===== config.mk =====
export PLATFORM = sky130hd
export DESIGN_NAME = mem_arbiter_flat
export DESIGN_NICKNAME = d
export VERILOG_FILES = /design/src/rtl/mem_arbiter_if.sv /design/src/rtl/mem_arbiter.sv /design/src/flat_wrapper.sv
export SDC_FILE = /design/constraint.sdc
export NUM_CORES = 1
export LEC_CHECK = 0
export CORE_MARGIN = 5
export CORE_UTILIZATION = 33
export DETAILED_ROUTE_END_ITERATION = 6
export GPL_ROUTABILITY_DRIVEN = 0
export PLACE_DENSITY = 0.81
export SLEW_MARGIN = 20
export SYNTH_ARGS = -nofsm -noshare
export SYNTH_HDL_FRONTEND = slang
export SYNTH_SLANG_ARGS = --single-unit
export TNS_END_PERCENT = 30

===== constraint.sdc =====
create_clock -name clk -period 1.9 [get_ports clk]
set_clock_uncertainty 0.1 [all_clocks]
set_input_delay 0.19 -clock clk [delete_from_list [all_inputs] [get_ports clk]]
set_output_delay 0.19 -clock clk [all_outputs]
set_load 0.05 [all_outputs]

===== src/rtl/mem_arbiter_if.sv =====
// ---------------------------------------------------------------------------
// mem_arbiter_if
// Memory-side bus between the cache arbiter and the unified main memory.
//   mem_en / mem_wr      : access strobe, 1 = write, 0 = read
//   mem_addr / mem_wdata : byte address and store data
//   mem_data_valid       : read data valid, fixed latency after mem_en
//   mem_rdata            : returned read data
// modport master : arbiter side (drives the request stream)
// modport slave  : memory side  (returns read data)
// ---------------------------------------------------------------------------
interface mem_arbiter_if;
  logic        mem_en;
  logic        mem_wr;
  logic [15:0] mem_addr;
  logic [15:0] mem_wdata;
  logic        mem_data_valid;
  logic [15:0] mem_rdata;

  modport master (
    output mem_en, mem_wr, mem_addr, mem_wdata,
    input  mem_data_valid, mem_rdata
  );

  modport slave (
    input  mem_en, mem_wr, mem_addr, mem_wdata,
    output mem_data_valid, mem_rdata
  );
endinterface


===== src/rtl/mem_arbiter.sv =====
// ---------------------------------------------------------------------------
// mem_arbiter
// Shares one pipelined, fixed-latency memory between the I-cache and D-cache
// miss handlers. Serves D-cache write-through stores (single WRITE cycle) and
// sequences WORDS-word block fills, steering returned words into the owning
// cache and pulsing that cache's tag write on the last word.
// Ports:
//   clk, rst_n                   : clock, asynchronous active-low reset
//   i_miss, i_miss_addr          : I-cache miss request and byte address
//   d_miss, d_miss_addr          : D-cache miss request and byte address
//   d_wr_req, d_wr_addr/data     : D-cache write-through store
//   mem (master)                 : memory request / read-return bus
//   i_fill_we, d_fill_we         : data-array write enable per cache
//   fill_word, fill_data         : word index in block and word value
//   i_tag_we, d_tag_we           : one-cycle tag/valid write pulse
//   i_stall, d_stall             : requester still waiting
//   d_wr_ack                     : store accepted (one-cycle pulse)
// ---------------------------------------------------------------------------
module mem_arbiter #(
  parameter int MEM_LATENCY = 4,
  parameter int WORDS       = 8
) (
  input  logic        clk,
  input  logic        rst_n,
  input  logic        i_miss,
  input  logic [15:0] i_miss_addr,
  input  logic        d_miss,
  input  logic [15:0] d_miss_addr,
  input  logic        d_wr_req,
  input  logic [15:0] d_wr_addr,
  input  logic [15:0] d_wr_data,
  mem_arbiter_if.master mem,
  output logic        i_fill_we,
  output logic        d_fill_we,
  output logic [2:0]  fill_word,
  output logic [15:0] fill_data,
  output logic        i_tag_we,
  output logic        d_tag_we,
  output logic        i_stall,
  output logic        d_stall,
  output logic        d_wr_ack
);

  localparam int WW = $clog2(WORDS);          // word-index width
  localparam int IW = WW + 1;                 // issue counter must reach WORDS
  localparam int DW = (MEM_LATENCY > 1) ? $clog2(MEM_LATENCY) : 1;

  localparam logic [WW-1:0] LAST_WORD  = WW'(WORDS - 1);
  localparam logic [IW-1:0] ISSUE_END  = IW'(WORDS);
  localparam logic [DW-1:0] DRAIN_LAST = DW'(MEM_LATENCY - 1);
  // Block-aligned base: clear the byte-offset bits of a 2-byte-word block.
  localparam logic [15:0]   BLK_MASK   = ~16'(WORDS * 2 - 1);

  typedef enum logic [2:0] {
    DRAIN  = 3'd0,
    IDLE   = 3'd1,
    FILL_I = 3'd2,
    FILL_D = 3'd3,
    WRITE  = 3'd4
  } state_t;

  state_t        state_q, state_d;
  logic [IW-1:0] ic_q, ic_d;     // reads issued in the current fill
  logic [WW-1:0] rc_q, rc_d;     // words received in the current fill
  logic [DW-1:0] dc_q, dc_d;     // cycles spent in DRAIN
  logic [15:0]   base_q, base_d; // aligned block base of the current fill

  logic          in_fill;
  logic          fill_hit;
  logic [15:0]   issue_off;

  assign in_fill   = (state_q == FILL_I) || (state_q == FILL_D);
  // Extra valids past the last word never reach here: the state is IDLE then.
  assign fill_hit  = in_fill && mem.mem_data_valid;
  assign issue_off = {{(15 - WW){1'b0}}, ic_q[WW-1:0], 1'b0};

  // -------------------------------------------------------------------------
  // State register
  // -------------------------------------------------------------------------
  always_ff @(posedge clk or negedge rst_n) begin
    if (!rst_n) begin
      state_q <= DRAIN;
      ic_q    <= '0;
      rc_q    <= '0;
      dc_q    <= '0;
      base_q  <= '0;
    end else begin
      state_q <= state_d;
      ic_q    <= ic_d;
      rc_q    <= rc_d;
      dc_q    <= dc_d;
      base_q  <= base_d;
    end
  end

  // -------------------------------------------------------------------------
  // Next-state logic
  // -------------------------------------------------------------------------
  always_comb begin
    state_d = state_q;
    ic_d    = ic_q;
    rc_d    = rc_q;
    dc_d    = dc_q;
    base_d  = base_q;

    unique case (state_q)
      // Waits out reads that were in flight when reset hit; their data
      // returns here and is dropped.
      DRAIN: begin
        if (dc_q == DRAIN_LAST) begin
          state_d = IDLE;
          dc_d    = '0;
        end else begin
          dc_d = dc_q + 1'b1;
        end
      end

      IDLE: begin
        ic_d = '0;
        rc_d = '0;
        if (d_wr_req) begin
          state_d = WRITE;
        end else if (d_miss) begin
          state_d = FILL_D;
          base_d  = d_miss_addr & BLK_MASK;
        end else if (i_miss) begin
          state_d = FILL_I;
          base_d  = i_miss_addr & BLK_MASK;
        end
      end

      WRITE: state_d = IDLE;

      FILL_I, FILL_D: begin
        if (ic_q != ISSUE_END) begin
          ic_d = ic_q + 1'b1;
        end
        if (mem.mem_data_valid) begin
          if (rc_q == LAST_WORD) begin
            state_d = IDLE;
            ic_d    = '0;
            rc_d    = '0;
          end else begin
            rc_d = rc_q + 1'b1;
          end
        end
      end

      default: state_d = DRAIN;
    endcase
  end

  // -------------------------------------------------------------------------
  // Output logic
  // -------------------------------------------------------------------------
  always_comb begin
    mem.mem_en    = 1'b0;
    mem.mem_wr    = 1'b0;
    mem.mem_addr  = 16'h0000;
    mem.mem_wdata = 16'h0000;
    i_fill_we     = 1'b0;
    d_fill_we     = 1'b0;
    fill_word     = 3'd0;
    fill_data     = 16'h0000;
    i_tag_we      = 1'b0;
    d_tag_we      = 1'b0;
    d_wr_ack      = 1'b0;

    if (state_q == WRITE) begin
      mem.mem_en    = 1'b1;
      mem.mem_wr    = 1'b1;
      mem.mem_addr  = d_wr_addr;
      mem.mem_wdata = d_wr_data;
      d_wr_ack      = 1'b1;
    end

    if (in_fill && (ic_q != ISSUE_END)) begin
      mem.mem_en   = 1'b1;
      mem.mem_addr = base_q | issue_off;
    end

    if (fill_hit) begin
      i_fill_we = (state_q == FILL_I);
      d_fill_we = (state_q == FILL_D);
      fill_word = 3'(rc_q);
      fill_data = mem.mem_rdata;
      if (rc_q == LAST_WORD) begin
        i_tag_we = (state_q == FILL_I);
        d_tag_we = (state_q == FILL_D);
      end
    end

    // Stalls are combinational on the request inputs, so they are gated by
    // rst_n to keep every output low during reset.
    i_stall = rst_n & i_miss & ~i_tag_we;
    d_stall = rst_n & ((d_miss & ~d_tag_we) | (d_wr_req & ~d_wr_ack));
  end

endmodule


===== src/flat_wrapper.sv =====
// flat-port wrapper written by rule: the top's interface ports become plain ports
module mem_arbiter_flat 
#(
  parameter int MEM_LATENCY = 4,
  parameter int WORDS       = 8
)
  (clk, rst_n, i_miss, i_miss_addr, d_miss, d_miss_addr, d_wr_req, d_wr_addr, d_wr_data, i_fill_we, d_fill_we, fill_word, fill_data, i_tag_we, d_tag_we, i_stall, d_stall, d_wr_ack, mem_mem_en, mem_mem_wr, mem_mem_addr, mem_mem_wdata, mem_mem_data_valid, mem_mem_rdata);
  mem_arbiter_if mem_i ();
  input  logic clk;
  input  logic rst_n;
  input  logic i_miss;
  input  logic [15:0] i_miss_addr;
  input  logic d_miss;
  input  logic [15:0] d_miss_addr;
  input  logic d_wr_req;
  input  logic [15:0] d_wr_addr;
  input  logic [15:0] d_wr_data;
  output logic i_fill_we;
  output logic d_fill_we;
  output logic [2:0] fill_word;
  output logic [15:0] fill_data;
  output logic i_tag_we;
  output logic d_tag_we;
  output logic i_stall;
  output logic d_stall;
  output logic d_wr_ack;
  output wire logic [$bits(mem_i.mem_en)-1:0] mem_mem_en;
  output wire logic [$bits(mem_i.mem_wr)-1:0] mem_mem_wr;
  output wire logic [$bits(mem_i.mem_addr)-1:0] mem_mem_addr;
  output wire logic [$bits(mem_i.mem_wdata)-1:0] mem_mem_wdata;
  input wire logic [$bits(mem_i.mem_data_valid)-1:0] mem_mem_data_valid;
  input wire logic [$bits(mem_i.mem_rdata)-1:0] mem_mem_rdata;
  assign mem_mem_en = mem_i.mem_en;
  assign mem_mem_wr = mem_i.mem_wr;
  assign mem_mem_addr = mem_i.mem_addr;
  assign mem_mem_wdata = mem_i.mem_wdata;
  assign mem_i.mem_data_valid = mem_mem_data_valid;
  assign mem_i.mem_rdata = mem_mem_rdata;
  mem_arbiter #(.MEM_LATENCY(MEM_LATENCY), .WORDS(WORDS)) u_core (.clk(clk), .rst_n(rst_n), .i_miss(i_miss), .i_miss_addr(i_miss_addr), .d_miss(d_miss), .d_miss_addr(d_miss_addr), .d_wr_req(d_wr_req), .d_wr_addr(d_wr_addr), .d_wr_data(d_wr_data), .mem(mem_i), .i_fill_we(i_fill_we), .d_fill_we(d_fill_we), .fill_word(fill_word), .fill_data(fill_data), .i_tag_we(i_tag_we), .d_tag_we(d_tag_we), .i_stall(i_stall), .d_stall(d_stall), .d_wr_ack(d_wr_ack));
endmodule

==> flow_metrics.tcl <==
set metrics [dict create \
    status "complete, but fails checks" \
    violations "negative setup slack" \
    io_buffer_count 137 \
    clkLatencyLatePin_ns 0.27 \
    place_inst 391 \
    slew_headroom_pct 58.19 \
    dp_hpwl_um 5628 \
    crit_fanout 11 \
    cp.required_ns 1.61 \
    cts_buffers 3 \
    slew_viol_final 0 \
    fin_crit_sh_pct 107.1 \
    powerDensity_mw_per_mm2 1237 \
    ys_seq_elements 24 \
    diodes 0 \
    timing.fmax_mhz 491.3 \
    leakage_nw 1.808 \
    timing.final.ws_setup_ns -0.1352 \
    synth_fp_nets 274 \
    instances_no_fill 406 \
    cp-start-kind "flip-flop" \
    cts_hold_buf 0 \
    rrSetupSlack_ns 0.23 \
    track_usage_pct 19.74 \
    yosysUniqueCellTypes 36 \
    combPwrFrac_pct 74.9 \
    setup_viol 17 \
    drt-vias-per-instance 4.948 \
    crit_end "mem_mem_addr[11]" \
    p_switching_w 0.002280 \
    yosys_warnings 0 \
    ant_nets 0 \
    hold_class "in2async" \
    cts_buffer_depth 2 \
    criticalPathCategory "reg2out" \
    overflow 0 \
    design.portCount 146 \
    cts_tree "built" \
    syn_area_mm2 0.001780 \
    r2r-start "u_core.state_q[1]" \
    dr.pass1.iters 4 \
    ir_drop_mv 0.9082 \
    cap_violations 0 \
    antenna_found_initial 0 \
    power_frac_seq_pct 18.3 \
    first_iter_violations 115 \
    yosysTopAreaCell "dfrtp_1" \
    fin_crit_ns 2.035 \
    pwr-share-clk_pct 6.8 \
    start_util_pct 34.42 \
    place_area_mm2 0.003923 \
    dieArea_mm2 0.006964 \
    cp_data_arrival_time_ns 1.75 \
    synth.area.top_cells "dfrtp_1, mux2_2, a22o_1, and3_1, and2_1" \
    yosys.area.top_type_share_pct 33.73 \
    grt_max_degree 27 \
    hold_viol 0 \
    drive_above_1_share_pct 43.15 \
    clock-root-buffer "clkbuf_8" \
    rsz0062_at_grt "true" \
    syn_inst 183 \
    wire_per_inst_um 17.78 \
    grt_pass1_vias 2187 \
    grt_pass1_wl_um 11300 \
    die_w_um 83.45 \
    ys_seq_area_share_pct 33.73 \
    drc 0 \
    cts.htree.levels 1 \
    clock_sinks 24 \
    p_int_w 0.002862 \
    wl_um 7220 \
    fin_area_mm2 0.004156 \
    crit_start "u_core.ic_q[0]" \
    path_clk_slew_ns 0.09 \
    rr_worst_depth 4 \
    end_kind "output pin" \
    reg2reg_to "u_core.base_q[15]" \
    vias 2009 \
    worstMarginPinSlew_ns 0.6259 \
    core_mm2 0.005172 \
    die_y_um 83.45 \
    nets 428 \
    row_count 26 \
    syn_area_per_cell_um2 9.729 \
    synthToLayoutAreaGrowth_pct 133.5 \
    fin_util_pct 80.36 \
    switching_share_pct 44.34 \
]
==> layer usage <==
layer / routed length (um) / track usage [%]
met3: 336 / 4.047
met5: 0 / 0
met1: 2913 / 23.23
met4: 34 / 2.924
met2: 3937 / 37.39
==> what timing repair did <==
action | 4_1_cts | 5_1_grt
setup endpoints to repair | 22 | 56
pin swaps | 3 | 3
hold endpoints to repair | 0 | 0
buffers inserted | 6 | 5
gates resized for setup | 9 | 17
==> layout by cell type, fill, tap and decap left out, types with 4 or more instances in the layout <==
cell and n:
mux2_2 25, inv_1 6, nand2_1 7, nor2b_1 4, and3_1 20, buf_4 25, a22o_1 15, o21ai_0 5
clkbuf_8 4, and2_1 6, and2_4 11, dfrtp_1 23, buf_12 62, nor2_1 5, clkdlybuf4s50_1 77
==> stage by stage <==
| stage | worst slack (ns) | total power, W | hold slack [ns] | setup TNS [ns] |
|---|---|---|---|---|
| 3_3_place_gp | 0.06521 | 0.004471 | 0.3740 | 0 |
| 4_1_cts | -0.1424 | 0.005038 | 0.2155 | -1.956 |
| 5_1_grt | -0.2095 | 0.005380 | 0.2754 | -3.372 |
| 6_report | -0.1352 | 0.005142 | 0.2473 | -1.809 |
| 2_1_floorplan | -0.08208 | 0.002840 | -0.2056 | -0.6734 |
| 3_5_place_dp | 0.01326 | 0.004566 | 0.3971 | 0 |
==> logic make-up after synthesis <==
kind of cell    Yosys count  synth area share, %
simple gates             73                25.16
xor+xnor                  1               0.4920
flops                    24                33.73
buf+inv                  23                6.606
mux                      26                16.44
compound gates           31                14.06
fa+ha+maj                 5                3.514
==> synthesized netlist by cell type, drive strengths merged <==
cell	count
a22o	18
a22oi	1
a31oi	1
a32o	2
a32oi	1
and2	18
and3	20
buf	11
clkbuf	6
dfrtp	24
ha	5
inv	6
mux2	26
nand2	7
nand2b	3
nand3	2
nand3b	2
nand4	1
nand4b	1
nor2	8
nor2b	4
nor3	2
nor3b	2
nor4	2
o21ai	5
o21bai	1
o221a	1
o22ai	1
or2	1
xnor2	1
==> sequential cells by signal (all words and copies together), names as in the netlist <==
signal and flops:
u_core.base_q 12, u_core.ic_q 4, u_core.rc_q 3, u_core.state_q 3
u_core.dc_q 2
==> power by group through the flow <==
| stage | combinational (W) | sequential, W | clock (W) |
|---|---|---|---|
| floorplan | 0.00195 | 0.000895 | 0 |
| global placement | 0.00356 | 0.000914 | 0 |
| CTS | 0.00377 | 0.000917 | 0.000356 |
| finish | 0.00385 | 0.000940 | 0.000351 |
| detailed placement | 0.00364 | 0.000929 | 0 |
| global route | 0.00403 | 0.000966 | 0.000382 |
==> worst min-delay path by stage <==
stage / endpoint / slack [ns] / cells after the start
floorplan: u_core.base_q[10] / -0.21 / 0
global placement: u_core.base_q[11] / 0.37 / 1
detailed placement: u_core.base_q[10] / 0.40 / 1
CTS: u_core.base_q[10] / 0.22 / 2
global route: u_core.base_q[10] / 0.28 / 2
finish: u_core.base_q[10] / 0.25 / 2
==> worst max-delay path, stage by stage, from the launching register on <==
cell and delay (ns):
dfrtp_1 0.39, inv_1 0.07, ha_2 0.18, nand3b_1 0.12, and2_4 0.19, buf_12 0.15
a22o_4 0.23, buf_12 0.15
==> cell type report <==
class	instances	area, um2
Inverter	6	22.52
Sequential cell	24	601.8
Clock buffer	4	55.05
Tap cell	70	87.58
Fill cell	291	1016
Multi-Input combinational cell	136	1164
Timing Repair Buffer	166	2226
(Power assumes the default switching activity.)
==> RTL edit (same flow settings) <==
Encoding of `state_t`: now one-hot (5 bits for 5 states).
--- a/src/rtl/mem_arbiter.sv
+++ b/src/rtl/mem_arbiter.sv
@@ -51,12 +51,12 @@
   // Block-aligned base: clear the byte-offset bits of a 2-byte-word block.
   localparam logic [15:0]   BLK_MASK   = ~16'(WORDS * 2 - 1);
 
-  typedef enum logic [2:0] {
-    DRAIN  = 3'd0,
-    IDLE   = 3'd1,
-    FILL_I = 3'd2,
-    FILL_D = 3'd3,
-    WRITE  = 3'd4
+  typedef enum logic [4:0] {
+    DRAIN  = 5'b00001,
+    IDLE   = 5'b00010,
+    FILL_I = 5'b00100,
+    FILL_D = 5'b01000,
+    WRITE  = 5'b10000
   } state_t;
 
   state_t        state_q, state_d;
Formal check against the unedited RTL: no difference found for any inputs over 10 cycles, from zero or initial values and one cycle with rst_n low; not proved beyond that.
==> RTL edit against the original RTL <==
- the run still ends with negative setup slack left
- global-route usage is 1.3 points lower
- critical path type unchanged
- critical path depth fell by 1
- non-clock buffer count rose by 2
- worst setup slack worse by 0.19 ns
- sequential cell count is 2 higher
- wire length up 1.4%
- cell area is 6.9% higher
- area after synthesis rose by 6.1%
- sequential share of layout area increased by 0.23 points
Power is not compared: it rests on default switching activity, and its combinational part moved more than twofold at a synthesized area within 25%.
==> RTL edit: results (changes against the original RTL) <==
Run status
  • Outcome: finished with violations
  • Violated checks: negative setup slack

Drt
  • Post-Route WL: 7322 um (+1.4%)
  • WL met2: 3973 um (+0.91%)
  • WL/cell: 17.39 um (-2.2%)
  • Vias per cell: 5.109 (+3.3%)
  • DRT Pass-1 Iters: 4 (unchanged)
  • Met3 routed WL: 549 um (+63%)
  • Starting DRT DRC Count: 88 (-23%)
  • Post-Route M1 WL: 2644 um (-9.2%)

Power
  • Static Leak: 1.921 nW
  • P_int: 1.695 mW
  • Clk network pwr share: 12.3%
  • P_seq: 0.922 mW

STA
  • Worst-Margin Slew: 0.4407 ns (-0.1852 ns)
  • Setup violators final: 72 (+55)
  • Final WS setup: -0.3285 ns (-0.1932 ns)
  • Worst hold margin: 0.2234 ns (-0.02394 ns)
  • Setup TNS: -14.38 ns (-12.57 ns)

Logic synthesis
  • Commonest cells post-synth: and2_1 (37), dfrtp_1 (25), mux2_2 (24)
  • Most common cell in the netlist: and2_1
  • Average size of a mapped cell: 9.892 um^2 (+1.7%)
  • Synth cell types: 39 (+8.3%)
  • Predominant post-synthesis flop cell: dfrtp_1
  • Syn nets: 282 (+2.9%)
  • Ys Warns: 0 (unchanged)
  • Synth area leaders: dfrtp_1 (33%), mux2_2 (14%), and2_1 (12%)
  • Sequential area share after synthesis: 34.50% (+0.77 points)

Setup path
  • Crit path max fanout: 9 (-2)
  • Setup crit end: mem_mem_addr[4]
  • CP Launch Type: register
  • Reg2Reg Capture Point: u_core.base_q[12]
  • R2R cell count: 6 (+2)
  • Worst R2R Setup Slack: -0.06 ns (-0.29 ns)
  • Critical path data arrival time: 1.94 ns (+0.19 ns)
  • CP startpoint: u_core.state_q[3]

Global routing
  • M1 GR Usage: 20.24% (-3.0 points)
  • First-pass GRT wire length: 11000 um (-2.7%)
  • M2 GR Usage: 35.31% (-2.1 points)
  • Initial antenna violation count: 0 (unchanged)
  • Vias in the first global route: 2266 (+3.6%)
  • Largest net degree at the start of global routing: 23 (-15%)
  • GRT Total Usage: 18.46% (-1.3 points)
  • Met3 usage: 3.939% (-0.11 points)

Place
  • Placed cell area: 4182 um^2 (+6.6%)
  • Setup slack at placement: -0.05873 ns (-0.07199 ns)
  • Port bufs: 137 (unchanged)
  • Placed cell count: 410 (+4.9%)
  • HPWL Detailed: 5592 um (-0.64%)

Layout
  • Layout cells sized above 1: 53.30% (+10 points)
  • # nets final: 441 (+3.0%)
  • Regs by FF count: u_core.base_q x12, u_core.state_q x5, u_core.ic_q x4

Clocking
  • H-tree lvl count: 1 (unchanged)
  • Clock transition at path regs: 0.09 ns (about the same)
  • CTS root buf: clkbuf_8
  • Num CTS Buffers: 3 (unchanged)
  • Resized cells post-CTS: 27 (+18)
  • Clk_lat worst skew: 0.27 ns (about the same)
  • Post-CTS Repair Setup Buffers: 0 (-6)
[RTL edit: cell types whose count changed after synthesis, moves of 3 or more]
cell     change
and3_1      -17
buf_2        -4
xor2_1       +3
nor2b_1      -4
and2_1      +19
[RTL edit: cell type report]
class / count / area (um^2)
Tap cell: 72 / 90.09
Inverter: 7 / 26.28
Multi-Input combinational cell: 144 / 1330
Sequential cell: 26 / 653.1
Clock buffer: 4 / 45.04
Timing Repair Buffer: 168 / 2297
Fill cell: 316 / 1099
[RTL edit: cell families (layout without fill, tap and decap cells)]
group                      after synthesis  in the layout  synth area share, %
DFF                                     26             26                34.50
buffers and inverters                   21            179                6.291
muxes                                   25             25                14.90
AOI/OAI and AO/OA                       33             33                14.11
and+or+nand+nor                         76             76                24.57
adders and majority gates                5              5                3.311
xor gates and xnor gates                 5              5                2.318
[RTL edit: worst max-delay path, cell delays in order (launching register included)]
cell and delay (ns):
dfrtp_1 0.38, or3_4 0.40, nor3b_4 0.25, buf_4 0.17, clkbuf_16 0.16, a22o_2 0.17, buf_12 0.13
